**config.mk**
```make
export PLATFORM = sky130hd
export DESIGN_NAME = nibble_alu_seq
export DESIGN_NICKNAME = d
export VERILOG_FILES = /design/src/rtl/alu_pkg.sv /design/src/rtl/alu_nibble.sv /design/src/rtl/nibble_alu_seq.sv
export SDC_FILE = /design/constraint.sdc
export NUM_CORES = 1
export LEC_CHECK = 0
export CORE_AREA = 2 2 106 108
export DETAILED_ROUTE_END_ITERATION = 10
export DIE_AREA = 0 0 108 110
export PLACE_DENSITY = 0.79
export SKIP_LAST_GASP = 1
export SYNTH_ARGS = -nofsm -noshare
export SYNTH_HDL_FRONTEND = slang
export SYNTH_SLANG_ARGS = --single-unit
```
**constraint.sdc**
```tcl
create_clock -name clk -period 4.17 [get_ports clk]
set_input_delay 0.6255 -clock clk [delete_from_list [all_inputs] [get_ports clk]]
set_output_delay 0.6255 -clock clk [all_outputs]
set_load 0.02 [all_outputs]
```
**src/rtl/alu_pkg.sv**
```systemverilog
// rtl/alu_pkg.sv - shared opcode/state encodings and defaults for the nibble-serial ALU
package alu_pkg;

   localparam int NIBBLES_DEF = 8;

   typedef enum logic [2:0] {
      OP_CLR = 3'b000,
      OP_BMA = 3'b001,
      OP_AMB = 3'b010,
      OP_ADD = 3'b011,
      OP_XOR = 3'b100,
      OP_OR  = 3'b101,
      OP_AND = 3'b110,
      OP_SET = 3'b111
   } op_e;

   typedef enum logic [1:0] {
      ST_IDLE = 2'd0,
      ST_RUN  = 2'd1,
      ST_DONE = 2'd2
   } state_e;

endpackage

```
**src/rtl/alu_nibble.sv**
```systemverilog
// rtl/alu_nibble.sv - combinational 4-bit ALU slice; exposes carry into bit 3 for overflow
module alu_nibble
   import alu_pkg::*;
(
   input  logic [3:0] a,
   input  logic [3:0] b,
   input  logic [2:0] s,
   input  logic       ci,
   output logic [3:0] f,
   output logic       co,
   output logic       c3
);

   logic [3:0] w_x;
   logic [3:0] w_y;
   logic [3:0] w_lo;
   logic       w_arith;

   always_comb begin
      w_x     = a;
      w_y     = b;
      w_lo    = 4'h0;
      w_arith = 1'b0;
      f       = 4'h0;
      co      = 1'b0;
      c3      = 1'b0;
      case (op_e'(s))
         OP_CLR: f = 4'h0;
         OP_BMA: begin w_x = b; w_y = ~a; w_arith = 1'b1; end
         OP_AMB: begin w_x = a; w_y = ~b; w_arith = 1'b1; end
         OP_ADD: w_arith = 1'b1;
         OP_XOR: f = a ^ b;
         OP_OR:  f = a | b;
         OP_AND: f = a & b;
         OP_SET: f = 4'hF;
         default: f = 4'h0;
      endcase
      // Split the add at bit 3 so the carry into the top bit is visible.
      if (w_arith) begin
         w_lo = {1'b0, w_x[2:0]} + {1'b0, w_y[2:0]} + {3'b000, ci};
         c3   = w_lo[3];
         f    = {w_x[3] ^ w_y[3] ^ c3, w_lo[2:0]};
         co   = (w_x[3] & w_y[3]) | (c3 & (w_x[3] ^ w_y[3]));
      end
   end

endmodule

```
**src/rtl/nibble_alu_seq.sv**
```systemverilog
// rtl/nibble_alu_seq.sv - word ALU computed one nibble per clock through a single shared slice
module nibble_alu_seq
   import alu_pkg::*;
#(
   parameter int NIBBLES = NIBBLES_DEF
)
(
   input  logic                   clk,
   input  logic                   rst,
   input  logic                   in_valid,
   output logic                   in_ready,
   input  logic [4*NIBBLES-1:0]   a,
   input  logic [4*NIBBLES-1:0]   b,
   input  logic [2:0]             s,
   input  logic                   cin,
   input  logic                   abort,
   output logic                   out_valid,
   input  logic                   out_ready,
   output logic [4*NIBBLES-1:0]   f,
   output logic                   cout,
   output logic                   overflow,
   output logic                   zero
);

   localparam int W  = 4 * NIBBLES;
   localparam int KW = (NIBBLES > 1) ? $clog2(NIBBLES) : 1;
   localparam logic [KW-1:0] K_LAST = KW'(NIBBLES - 1);

   state_e        r_state;
   state_e        w_next;
   logic [W-1:0]  r_a;
   logic [W-1:0]  r_b;
   logic [2:0]    r_s;
   logic [KW-1:0] r_k;
   logic          r_carry;
   logic [W-1:0]  r_f;
   logic          r_cout;
   logic          r_ovf;

   logic [3:0]    w_a_nib;
   logic [3:0]    w_b_nib;
   logic [3:0]    w_f_nib;
   logic          w_co;
   logic          w_c3;

   always_comb begin
      w_a_nib = 4'h0;
      w_b_nib = 4'h0;
      for (int i = 0; i < NIBBLES; i++) begin
         if (r_k == KW'(i)) begin
            w_a_nib = r_a[i*4 +: 4];
            w_b_nib = r_b[i*4 +: 4];
         end
      end
   end

   alu_nibble u_slice (
      .a  (w_a_nib),
      .b  (w_b_nib),
      .s  (r_s),
      .ci (r_carry),
      .f  (w_f_nib),
      .co (w_co),
      .c3 (w_c3)
   );

   always_ff @(posedge clk or posedge rst) begin
      if (rst) r_state <= ST_IDLE;
      else     r_state <= w_next;
   end

   always_comb begin
      w_next = r_state;
      case (r_state)
         ST_IDLE: if (in_valid)        w_next = ST_RUN;
         ST_RUN: begin
            if (abort)                 w_next = ST_IDLE;
            else if (r_k == K_LAST)    w_next = ST_DONE;
         end
         ST_DONE: if (out_ready)       w_next = ST_IDLE;
         default:                      w_next = ST_IDLE;
      endcase
   end

   always_ff @(posedge clk or posedge rst) begin
      if (rst) begin
         r_a     <= '0;
         r_b     <= '0;
         r_s     <= 3'b000;
         r_k     <= '0;
         r_carry <= 1'b0;
         r_f     <= '0;
         r_cout  <= 1'b0;
         r_ovf   <= 1'b0;
      end else begin
         case (r_state)
            ST_IDLE: begin
               if (in_valid) begin
                  r_a     <= a;
                  r_b     <= b;
                  r_s     <= s;
                  r_k     <= '0;
                  r_carry <= cin;
               end
            end
            ST_RUN: begin
               // Abort freezes everything, so f keeps its partially written value.
               if (!abort) begin
                  for (int i = 0; i < NIBBLES; i++) begin
                     if (r_k == KW'(i)) r_f[i*4 +: 4] <= w_f_nib;
                  end
                  r_carry <= w_co;
                  r_k     <= r_k + 1'b1;
                  if (r_k == K_LAST) begin
                     r_cout <= w_co;
                     r_ovf  <= w_co ^ w_c3;
                  end
               end
            end
            default: ;
         endcase
      end
   end

   assign in_ready  = (r_state == ST_IDLE);
   assign out_valid = (r_state == ST_DONE);
   assign f         = r_f;
   assign cout      = r_cout;
   assign overflow  = r_ovf;
   assign zero      = (r_f == '0);

endmodule

```
==> flow_summary.rst <==
.. list-table::
   :header-rows: 1

   * - Metric
     - Value
   * - Design area
     - about 0.0070 mm²
   * - Post-synthesis mux area share
     - 0.01202
   * - Synth top area share
     - 0.4947
   * - Register bit total from synthesis
     - ~110
   * - Die boundary height
     - 110 µm
   * - Gp weighted congestion
     - ~0.92
   * - Unique masters post-synth
     - 53
   * - Cell area power density
     - around 600 mW/mm²
   * - Clock Pin Slew Worst Setup and Hold Paths
     - about 0.10 ns
   * - Placed cell area
     - 0.006655 mm²
   * - Number of clock sinks
     - 107
   * - Violation count after the first detailed-routing iteration
     - 277
   * - Xor and xnor fraction of the mapped netlist area
     - 0.003236
   * - Setup CP Type
     - flip-flop to flip-flop
   * - Mapped cell area
     - 0.005413 mm²
   * - Combinational family with the most area after synthesis
     - simple AND/OR/NAND/NOR gates
   * - Reg2Reg Capture Point
     - f[3]
   * - Drt wl/cell
     - between 15 and 20 µm
   * - Commonest cells in the netlist
     - 261 x sky130_fd_sc_hd__nand2_1, 107 x sky130_fd_sc_hd__dfrtp_1, 44 x sky130_fd_sc_hd__o21ai_0
   * - Unrepaired setup endpoints after global routing
     - no
   * - Reg2Reg Launch Point
     - r_k[0]
   * - Crit start category
     - flip-flop
   * - Number of cells traversed by the worst hold path
     - 2
   * - Critical Path End Type
     - flip-flop
   * - Number of iterations in the first detailed-routing pass
     - 5
   * - Number of setup violations in the final report
     - 0
   * - Warnings, synthesis
     - 0
   * - Pin count of the biggest net entering global routing
     - between 60 and 70
   * - Number of buffers added to fix hold violations after cts
     - 0
   * - First-pass GRT wire length
     - about 23,000 µm
   * - DPL Wire Length
     - about 11,000 µm
   * - Vias in the first global route
     - roughly 4,600
   * - Die Outline Area
     - 0.01188 mm²
   * - Global route overflow
     - 0
   * - Post-synthesis compound-gate area fraction
     - 0.1477
   * - Global routing usage summed across all routing layers
     - 0.2480
   * - CTS Buf Count
     - 9
   * - R2R depth
     - 15
   * - Area of the core
     - between 0.01 and 0.015 mm²
   * - Worst slew margin relative to its limit
     - 0.2754
   * - Count of endpoints failing hold in the final timing report
     - 0
   * - Synthesized-area fraction occupied by adder cells
     - 0.04808
   * - Number of H-tree levels
     - 3
   * - Final-stage net count
     - between 800 and 900
   * - Number of antenna violations at the first check in global routing
     - 0
   * - Worst-case vdd ir drop
     - 310.9 µV
   * - Sequential share of the synthesized area
     - 0.4947
   * - Number of enable-type register cells in the synthesized netlist
     - 0
   * - Fraction of the cycle the final worst path needs
     - 0.9468
   * - Finished Core Util
     - 0.6505
   * - Number of top-level pins
     - between 100 and 150
   * - Skew-Pair Late Insertion Delay
     - 0.38 ns
   * - Terminating pin of the worst hold path
     - r_a[24]
   * - Initial core utilization
     - 0.5060
   * - Post-synthesis net count
     - ~730
   * - Required time of the critical path
     - approximately 4.4 ns
   * - Most frequent cell after synthesis
     - sky130_fd_sc_hd__nand2_1
   * - Dominant cells by area after synthesis
     - sky130_fd_sc_hd__dfrtp_1 49%, sky130_fd_sc_hd__nand2_1 18%, sky130_fd_sc_hd__o21ai_0 4.1%
   * - Detail Route Antenna Nets
     - 0
   * - Pin slew with the least headroom to its limit
     - ~1.1 ns
   * - Beginning of the worst hold path
     - r_a[24]
   * - Outcome
     - completed
   * - Library cell occupying the most area in the post-synthesis netlist
     - sky130_fd_sc_hd__dfrtp_1
   * - Max Freq
     - 253.3 MHz
   * - Synth async-reset ratio
     - 1.000
   * - Standby leakage power
     - approximately 3.3 nW
   * - Simple-gate portion of the synthesized area
     - 0.2531
   * - Number of antenna diodes
     - 0
   * - Number of cells produced by synthesis
     - roughly 630
   * - Minimum setup slack among reg-to-reg paths
     - around 0.22 ns
   * - TritonCTS clock tree
     - done
   * - CTS max path bufs
     - 2
   * - Count of unresolved DRC violations after routing
     - 0
   * - Worst Path Arrival
     - around 4.2 ns
   * - Number of max-slew violations in the final report
     - 0
   * - Vias per cell
     - roughly 5.4
   * - Layout cells sized above 1
     - 0.08075
   * - Fillers
     - slightly above 900
   * - Clock tree root driver cell
     - sky130_fd_sc_hd__clkbuf_8
   * - Number of placement rows
     - 38
   * - Maximum fanout along the worst path
     - 8
   * - Final period demand of the worst path
     - roughly 4 ns
   * - Hold WC Path Type
     - flip-flop to flip-flop
   * - Clock Skews
     - about 0.0095 ns
   * - Post-synth top flop
     - sky130_fd_sc_hd__dfrtp_1
   * - Syn_area_per_cell
     - between 8 and 9 µm²
   * - Wire length reported by the detailed router
     - ~14,000 µm
   * - Via count
     - approximately 4,700
   * - Die extent in x
     - approximately 110 µm
   * - Count of input and output buffers
     - 109
   * - Area overhead of the layout relative to synthesis
     - 28.57%
   * - Max-cap violations
     - 0
   * - Total negative setup slack
     - 0 ns
[sequential cells by signal (all words and copies together), names as in the netlist]
name      count
r_a          32
r_k           3
overflow      1
r_state       2
f            32
cout          1
r_s           3
r_carry       1
r_b          32
[final cells by class]
| type | instances | area (µm²) | share of cell area |
|---|---|---|---|
| sequential | 107 | 2678 | 0.3848 |
| inverter | 18 | 73.82 | 0.01061 |
| clock inverter | 6 | 111.4 | 0.01600 |
| multi-input combinational | 475 | 2555 | 0.3671 |
| tap | 140 | 175.2 | 0.02517 |
| timing repair buffer | 127 | 1239 | 0.1780 |
| clock buffer | 10 | 127.6 | 0.01834 |
[layer usage]
metal | global-route usage | wire [µm]
met5 | 0 | 0
met3 | 0.03939 | 540
met1 | 0.3288 | 6452
met2 | 0.4187 | 6978
met4 | 0.08333 | 160
[cells by family after synthesis]
kind of cell | count (synthesis)
AND/OR/NAND/NOR | 326
XOR/XNOR | 2
buffers and inverters | 52
multiplexers | 6
flip-flops | 107
AO/OA/AOI/OAI | 122
adder cells (fa/ha/maj) | 19
[report_power, final]
group          internal [W]  switching, W
registers           0.00128      0.000215
clock network      0.000400      0.000359
logic              0.000860       0.00107
total               0.00254       0.00165
[cell usage in the layout, fill, tap and decap left out, drive strengths merged, types with 2 or more instances in the layout]
master / count
nand3: 3
and2: 3
nor3b: 3
o21ai: 45
and3: 2
o22ai: 4
inv: 17
nor2: 13
a22oi: 4
nor4: 8
fa: 3
clkinvlp: 2
clkbuf: 10
and3b: 2
o221ai: 4
clkinv: 2
nand4: 2
a211oi: 7
mux2i: 5
buf: 18
nand2: 261
nor2b: 13
dfrtp: 107
a21oi: 26
or3: 2
a31oi: 3
clkdlybuf4s50: 109
o31ai: 2
nand2b: 3
bufinv: 3
a21o: 6
a221oi: 4
o221a: 4
a221o: 7
nand3b: 4
xnor2: 2
ha: 16
nor3: 5
[how the worst max path moves through the flow]
stage,from,end,depth (start not counted)
finish,r_k[0],f[3],15
global route,r_k[0],f[23],15
CTS,r_k[1],f[3],15
detailed placement,r_k[1],f[3],15
global placement,r_k[1],f[3],15
floorplan,r_k[2],f[19],16
[what timing repair did]
item,CTS,global route
gates resized for setup,0,13
setup buffers,0,3
endpoints found under the hold margin,0,0
setup endpoints to repair,0,13
[stage by stage]
stage | worst slack, ns | power (W) | instances | hold WS (ns)
after global routing | 0.03960 | 0.004483 | 883 | 0.5183
final | 0.2219 | 0.004187 | 883 | 0.4927
after floorplan | 0.3302 | 0.002691 | 634 | 0.4369
after CTS | 0.03470 | 0.004140 | 880 | 0.4942
after global placement | 0.1930 | 0.003314 | 864 | 0.4636
after detailed placement | 0.06392 | 0.003384 | 864 | 0.4706
[critical path, cell delays in order, from the launching register on]
cell and delay, ns:
sky130_fd_sc_hd__dfrtp_1 0.42, sky130_fd_sc_hd__ha_1 0.23, sky130_fd_sc_hd__ha_2 0.21, sky130_fd_sc_hd__or3_4 0.40, sky130_fd_sc_hd__a21oi_2 0.11, sky130_fd_sc_hd__o22ai_1 0.10, sky130_fd_sc_hd__a21o_1 0.23, sky130_fd_sc_hd__a221o_1 0.37
sky130_fd_sc_hd__ha_1 0.29, sky130_fd_sc_hd__nor2b_1 0.12, sky130_fd_sc_hd__o21ai_0 0.18, sky130_fd_sc_hd__nand2b_1 0.14, sky130_fd_sc_hd__fa_1 0.43, sky130_fd_sc_hd__nor3b_2 0.17, sky130_fd_sc_hd__a21oi_2 0.26, sky130_fd_sc_hd__o21ai_0 0.15
No activity file was read; power rests on OpenSTA's default activity.
